$ cat config.mk
export PLATFORM = sky130hd
export DESIGN_NAME = pipe_adder_flat
export DESIGN_NICKNAME = d
export VERILOG_FILES = /design/src/rtl/pipe_adder_pkg.sv /design/src/rtl/pipe_adder_if.sv /design/src/rtl/pipe_adder_add_chunk.sv /design/src/rtl/pipe_adder.sv /design/src/flat_wrapper.sv
export SDC_FILE = /design/constraint.sdc
export NUM_CORES = 1
export LEC_CHECK = 0
export ABC_AREA = 1
export CAP_MARGIN = 20
export CORE_MARGIN = 2
export CORE_UTILIZATION = 50
export CTS_BUF_LIST = sky130_fd_sc_hd__clkbuf_2
export DETAILED_ROUTE_END_ITERATION = 7
export PLACE_DENSITY = 0.76
export SETUP_SLACK_MARGIN = 0.1
export SLEW_MARGIN = 20
export SYNTH_ARGS = -nofsm -noshare
export SYNTH_HDL_FRONTEND = slang
export SYNTH_SLANG_ARGS = --single-unit
$ cat constraint.sdc
create_clock -name clk -period 4.2 [get_ports clk]
set_input_delay 1.05 -clock clk [delete_from_list [all_inputs] [get_ports clk]]
set_output_delay 1.05 -clock clk [all_outputs]
set_load 0.02 [all_outputs]
$ cat src/rtl/pipe_adder_pkg.sv
// Shared types and elaboration-time helpers for the pipelined adder/subtractor.
package pipe_adder_pkg;

    typedef enum logic {
        ADD_OP = 1'b0,
        SUB_OP = 1'b1
    } add_mode_e;

    // The pipeline slices the operands into equal chunks, so the width must divide evenly.
    function automatic bit width_ok(input int width, input int chunk);
        return (chunk > 0) && (width >= chunk) && ((width % chunk) == 0);
    endfunction

endpackage

$ cat src/rtl/pipe_adder_if.sv
// Valid/ready operand and result bus of the pipelined adder/subtractor.
interface pipe_adder_if #(
    parameter int WIDTH = 32
);
    logic             in_valid;
    logic             in_ready;
    logic [WIDTH-1:0] a;
    logic [WIDTH-1:0] b;
    logic             cin;
    logic             sub;
    logic             out_valid;
    logic             out_ready;
    logic [WIDTH-1:0] sum;
    logic             cout;
    logic             ovf;

    modport master (
        output in_valid, a, b, cin, sub, out_ready,
        input  in_ready, out_valid, sum, cout, ovf
    );

    modport slave (
        input  in_valid, a, b, cin, sub, out_ready,
        output in_ready, out_valid, sum, cout, ovf
    );
endinterface

$ cat src/rtl/pipe_adder_add_chunk.sv
// Combinational CHUNK-bit generate/propagate ripple adder; one instance per pipeline stage.
module add_chunk #(
    parameter int CHUNK = 8
) (
    input  logic [CHUNK-1:0] a,
    input  logic [CHUNK-1:0] b,
    input  logic             cin,
    output logic [CHUNK-1:0] sum,
    output logic             cout,
    output logic             c_msb
);
    logic [CHUNK-1:0] g;
    logic [CHUNK-1:0] p;
    logic [CHUNK:0]   c;

    assign g = a & b;
    assign p = a ^ b;

    always_comb begin
        c    = '0;
        c[0] = cin;
        for (int i = 0; i < CHUNK; i++) begin
            c[i+1] = g[i] | (p[i] & c[i]);
        end
    end

    assign sum   = p ^ c[CHUNK-1:0];
    assign cout  = c[CHUNK];
    assign c_msb = c[CHUNK-1];
endmodule

$ cat src/rtl/pipe_adder.sv
// Pipelined carry-chain adder/subtractor: one CHUNK-bit ripple segment per stage,
// registered carry between stages, valid/ready handshake with full backpressure.
module pipe_adder
    import pipe_adder_pkg::*;
#(
    parameter int WIDTH = 32,
    parameter int CHUNK = 8
) (
    input  logic        clk,
    input  logic        rst_n,
    pipe_adder_if.slave bus
);
    localparam int STAGES = WIDTH / CHUNK;
    localparam int LAST   = STAGES - 1;

    if (!width_ok(WIDTH, CHUNK)) begin : g_bad_width
        $error("pipe_adder: WIDTH (%0d) must be a positive multiple of CHUNK (%0d)", WIDTH, CHUNK);
    end

    add_mode_e mode;
    assign mode = add_mode_e'(bus.sub);

    logic             v_q   [STAGES];
    logic [WIDTH-1:0] a_q   [STAGES];
    logic [WIDTH-1:0] b_q   [STAGES];
    logic [WIDTH-1:0] s_q   [STAGES];
    logic             c_q   [STAGES];
    logic             ovf_q [STAGES];

    logic             v_in  [STAGES];
    logic [WIDTH-1:0] a_in  [STAGES];
    logic [WIDTH-1:0] b_in  [STAGES];
    logic [WIDTH-1:0] s_in  [STAGES];
    logic             c_in  [STAGES];
    logic [WIDTH-1:0] s_nx  [STAGES];

    logic [CHUNK-1:0] ch_sum  [STAGES];
    logic             ch_cout [STAGES];
    logic             ch_msb  [STAGES];
    logic [STAGES-1:0] take;

    // Stage 0 takes the raw beat (b inverted, carry forced for SUB); later stages take the previous register.
    always_comb begin
        v_in[0] = bus.in_valid;
        a_in[0] = bus.a;
        b_in[0] = (mode == SUB_OP) ? ~bus.b : bus.b;
        c_in[0] = (mode == SUB_OP) ? 1'b1 : bus.cin;
        s_in[0] = '0;
        for (int k = 1; k < STAGES; k++) begin
            v_in[k] = v_q[k-1];
            a_in[k] = a_q[k-1];
            b_in[k] = b_q[k-1];
            c_in[k] = c_q[k-1];
            s_in[k] = s_q[k-1];
        end
    end

    for (genvar k = 0; k < STAGES; k++) begin : g_stage
        add_chunk #(.CHUNK(CHUNK)) u_chunk (
            .a     (a_in[k][k*CHUNK +: CHUNK]),
            .b     (b_in[k][k*CHUNK +: CHUNK]),
            .cin   (c_in[k]),
            .sum   (ch_sum[k]),
            .cout  (ch_cout[k]),
            .c_msb (ch_msb[k])
        );
    end

    always_comb begin
        for (int k = 0; k < STAGES; k++) begin
            s_nx[k] = s_in[k];
            s_nx[k][k*CHUNK +: CHUNK] = ch_sum[k];
        end
    end

    // Ready chain from the output backwards: a stage may load if empty or if it drains this cycle.
    always_comb begin
        take       = '0;
        take[LAST] = ~v_q[LAST] | bus.out_ready;
        for (int k = LAST - 1; k >= 0; k--) begin
            take[k] = ~v_q[k] | take[k+1];
        end
    end

    always_ff @(posedge clk or negedge rst_n) begin
        if (!rst_n) begin
            for (int k = 0; k < STAGES; k++) begin
                v_q[k]   <= 1'b0;
                a_q[k]   <= '0;
                b_q[k]   <= '0;
                s_q[k]   <= '0;
                c_q[k]   <= 1'b0;
                ovf_q[k] <= 1'b0;
            end
        end else begin
            for (int k = 0; k < STAGES; k++) begin
                if (take[k]) begin
                    v_q[k] <= v_in[k];
                    if (v_in[k]) begin
                        a_q[k]   <= a_in[k];
                        b_q[k]   <= b_in[k];
                        s_q[k]   <= s_nx[k];
                        c_q[k]   <= ch_cout[k];
                        ovf_q[k] <= ch_msb[k] ^ ch_cout[k];
                    end
                end
            end
        end
    end

    assign bus.in_ready  = take[0];
    assign bus.out_valid = v_q[LAST];
    assign bus.sum       = s_q[LAST];
    assign bus.cout      = c_q[LAST];
    assign bus.ovf       = ovf_q[LAST];
endmodule
$ cat src/flat_wrapper.sv
// flat-port wrapper written by rule: the top's interface ports become plain ports
module pipe_adder_flat import pipe_adder_pkg::*;
#(
    parameter int WIDTH = 32,
    parameter int CHUNK = 8
)
  (clk, rst_n, bus_in_valid, bus_a, bus_b, bus_cin, bus_sub, bus_out_ready, bus_in_ready, bus_out_valid, bus_sum, bus_cout, bus_ovf);
  pipe_adder_if #(.WIDTH(WIDTH)) bus_i ();
  input  logic clk;
  input  logic rst_n;
  input wire logic [$bits(bus_i.in_valid)-1:0] bus_in_valid;
  input wire logic [$bits(bus_i.a)-1:0] bus_a;
  input wire logic [$bits(bus_i.b)-1:0] bus_b;
  input wire logic [$bits(bus_i.cin)-1:0] bus_cin;
  input wire logic [$bits(bus_i.sub)-1:0] bus_sub;
  input wire logic [$bits(bus_i.out_ready)-1:0] bus_out_ready;
  output wire logic [$bits(bus_i.in_ready)-1:0] bus_in_ready;
  output wire logic [$bits(bus_i.out_valid)-1:0] bus_out_valid;
  output wire logic [$bits(bus_i.sum)-1:0] bus_sum;
  output wire logic [$bits(bus_i.cout)-1:0] bus_cout;
  output wire logic [$bits(bus_i.ovf)-1:0] bus_ovf;
  assign bus_i.in_valid = bus_in_valid;
  assign bus_i.a = bus_a;
  assign bus_i.b = bus_b;
  assign bus_i.cin = bus_cin;
  assign bus_i.sub = bus_sub;
  assign bus_i.out_ready = bus_out_ready;
  assign bus_in_ready = bus_i.in_ready;
  assign bus_out_valid = bus_i.out_valid;
  assign bus_sum = bus_i.sum;
  assign bus_cout = bus_i.cout;
  assign bus_ovf = bus_i.ovf;
  pipe_adder #(.WIDTH(WIDTH), .CHUNK(CHUNK)) u_core (.clk(clk), .rst_n(rst_n), .bus(bus_i));
endmodule
==> key figures <==
Timing
  – Worst Clk Skew: 0.0369 ns
  – Slew margin rel.: 41.3%
  – Worst Tran Pin Value: 0.879 ns
  – Max-slew violations: 0
  – RSZ-0062 raised after global routing: yes
  – Minimum hold slack: 0.293 ns
  – Final Hold Vio Count: 0
  – Final setup fails: 0
  – Clock period minus worst slack: 4.00 ns
  – Tcrit/Tclk final: 95.1%
  – Fmax: 250 MHz

Yosys
  – Area leader, netlist: dfrtp_1
  – FF+latch count, synth: 185
  – Top cell type's share of synthesized area: 56.8%
  – Syn avg cell area: 9.46 sq um
  – Post-Synth Simple-Gate Area: 22.4%
  – Synth cell types: 19
  – Synth top cells by count: 291 x nand2_1, 185 x dfrtp_1, 116 x nand3_1, 59 x inv_1, 32 x fa_1
  – Xor/xnor share of the synthesized area: 3.55%
  – Register area share after synthesis: 56.8%
  – Post-synthesis adder-cell area fraction: 7.86%
  – Top cells by area, synth: dfrtp_1 57%, nand2_1 13%, fa_1 7.9%
  – Post-Syn Nets: 964
  – Synth Flop Type: dfrtp_1
  – Largest family of logic cells by synthesized area: simple AND/OR/NAND/NOR gates
  – Ys Warns: 0
  – Synth Cell Area: 8150 sq um
  – Top-count cell post-synth: nand2_1
  – Mapped Cells: 862
  – FFs w/ async S/R, synth: 100%
  – Area fraction in compound gates after synthesis: 3.62%
  – Multiplexer share of the synthesized area: 0%
  – Post-synth EDFFs: 0

Die
  – Row cnt: 46
  – Initial core utilization: 51.3%
  – Die footprint: 17300 sq um
  – Ports: 106
  – Die Height: 132 um
  – Core Area: 15900 sq um
  – Die width: 132 um

Global route
  – Vias in the first global route: 5518
  – Largest net degree at the start of global routing: 85
  – Initial antenna violation count: 2
  – Global route total overflow: 0
  – Tot GR Track Use: 19.1%
  – Global-route wire length before repair: 26.6 mm

Pwr
  – Power Density: 625 nW/um^2
  – P_leak: 4.86 nW
  – Sw Pwr: 2.33 mW
  – Peak supply drop: 0.000284 V
  – Net Sw Frac: 38.5%
  – Total power: 6.04 mW
  – Clock power share: 13.9%
  – Sequential fraction of design power: 46.8%
  – Gate power share: 39.3%
  – Cell internal pwr: 3.71 mW

Finish
  – Layout cells sized above 1: 7.80%
  – Final net count: 1052
  – Util after Layout: 60.8%
  – Reg area: 4630 sq um
  – Area of the multi-input gates: 3110 sq um
  – Area Growth Syn to Fin: 18.5%
  – Fill cell count: 1373

CTS
  – Skew-Pair Late Insertion Delay: 0.75 ns
  – Clock-pin slew on the worst setup and hold paths: 0.25 ns
  – CTS Sinks: 185
  – CTS buffer count: 17
  – Clock tree from TritonCTS: done
  – H-tree Lvls: 4
  – Hold buffer count at cts: 0
  – CTS Buffer Depth: 2
  – CTS root buf: clkbuf_2

Setup path
  – Worst Path Arrival: 4.65 ns
  – Worst setup path start: bus_a[0]
  – Worst Path Required: 4.85 ns
  – Largest fanout on the critical path: 1
  – Crit Path Class: in2reg
  – Crit path launch type: primary input
  – RR Startpoint: u_core.b_in[24]$_DFFE_PN0P_
  – CP Capture Type: flop

Route
  – Antenna Nets Post-Route: 0
  – Residual DRC count: 0
  – Routed wl met2: 6.75 mm
  – Met3 WL: 662 um
  – Via count: 5639
  – DRT Wirelength: 15.4 mm
  – Post-DR vias/cell: 4.78
  – Drt wl/cell: 13.1 um
  – M1 wire length: 7.65 mm
  – Drt pass-1 iters: 5
  – Initial DRC count: 396
  – Top Layer Used: met5

Place
  – Hpwl dp: 10.7 mm
  – Placer's final routability congestion estimate: 0.766
  – Port Buffers: 105

Run status
  – Status: finished, final reports clean

Min path
  – Hold Crit Class: in2async

Job
  – Max_cap viols: 0
## timing repair
action,in CTS,in global routing
gates cloned,0,0
endpoints found under the setup margin,4,5
buffers inserted,2,2
gates resized for setup,5,8
## critical path, stage by stage
cell and delay, ns:
clkdlybuf4s50_1 0.46, inv_1 0.06, fa_2 0.39, fa_2 0.35, fa_2 0.35, fa_2 0.35
fa_2 0.35, fa_2 0.34, fa_2 0.34, inv_2 0.06, fa_1 0.40, nand3_1 0.10
nand2_1 0.06
## stage by stage
step	std cells	TNS, ns	cell area [sq um]	setup WS (ns)
2_1_floorplan	862	-0.380	8210	-0.312
3_3_place_gp	1143	-1.30	9380	-0.611
3_5_place_dp	1143	-1.63	9380	-0.689
4_1_cts	1176	0	9620	0.0677
5_1_grt	1179	0	9660	0.0647
6_report	1179	0	9660	0.204
## power groups by stage
stage,Combinational [mW],Clock (mW),Sequential (mW)
5_1_grt,2.71,0.944,2.92
6_report,2.37,0.839,2.83
4_1_cts,2.38,0.864,2.82
3_3_place_gp,2.26,0,2.84
3_5_place_dp,2.35,0,2.86
2_1_floorplan,1.39,0,2.97
## layout by cell type (no fill, tap or decap), types with 4 or more instances in the layout
| cell type | Yosys | routed |
|---|---|---|
| a21oi_1 | 26 | 26 |
| buf_4 | 3 | 15 |
| clkbuf_2 | 0 | 18 |
| clkdlybuf4s50_1 | 0 | 101 |
| clkinv_1 | 0 | 4 |
| clkinvlp_4 | 0 | 4 |
| dfrtp_1 | 185 | 185 |
| fa_1 | 32 | 13 |
| fa_2 | 0 | 19 |
| inv_1 | 59 | 58 |
| nand2_1 | 291 | 291 |
| nand3_1 | 116 | 116 |
| nor2_1 | 27 | 27 |
| o21ai_0 | 10 | 10 |
| o21ai_1 | 23 | 23 |
| xnor2_1 | 7 | 6 |
| xor2_1 | 26 | 26 |
## final cells by class
cell class,instances,area share [%]
diodes,1,0.0259
well taps,216,2.80
clock buffers,18,0.933
multi-input cells,563,32.2
repair buffers,122,12.4
inverters,61,2.37
flip-flops and latches,185,47.9
clock inverters,13,1.32
## sequential cells by signal, indices dropped and copies added, names as in the netlist
name,cells
u_core.a_in,48
u_core.b_in,48
u_core.bus.cout,1
u_core.bus.out_valid,1
u_core.bus.ovf,1
u_core.bus.sum,32
u_core.c_in,3
u_core.s_in,48
u_core.v_in,3
## per-layer routing
metal | vias up | global-route usage [%]
li1 | 2872 | -
met1 | 2628 | 28.1
met2 | 113 | 28.0
met3 | 24 | 3.82
met4 | 2 | 7.25
met5 | - | 0
## worst paths after layout
check | to | slack [ns] | cells past startpoint
min in group clk | u_core.bus.sum[27]$_DFFE_PN0P_ | 0.50 | 2
setup / recovery | u_core.s_in[71]$_DFFE_PN0P_ | 0.20 | 13
hold / removal | u_core.s_in[39]$_DFFE_PN0P_ | 0.29 | 1
max in group asynchronous | u_core.a_in[75]$_DFFE_PN0P_ | 2.98 | 2
hold reg to reg | u_core.bus.sum[27]$_DFFE_PN0P_ | 0.50 | 2
setup reg to reg | u_core.bus.sum[31]$_DFFE_PN0P_ | 0.23 | 12
## logic make-up after synthesis
| logic type | after synthesis |
|---|---|
| and+or+nand+nor | 439 |
| DFF | 185 |
| buffers and inverters | 114 |
| AOI/OAI and AO/OA | 59 |
| xor gates and xnor gates | 33 |
| adders and majority gates | 32 |
Note: power is estimated with default switching activity, not from simulation.
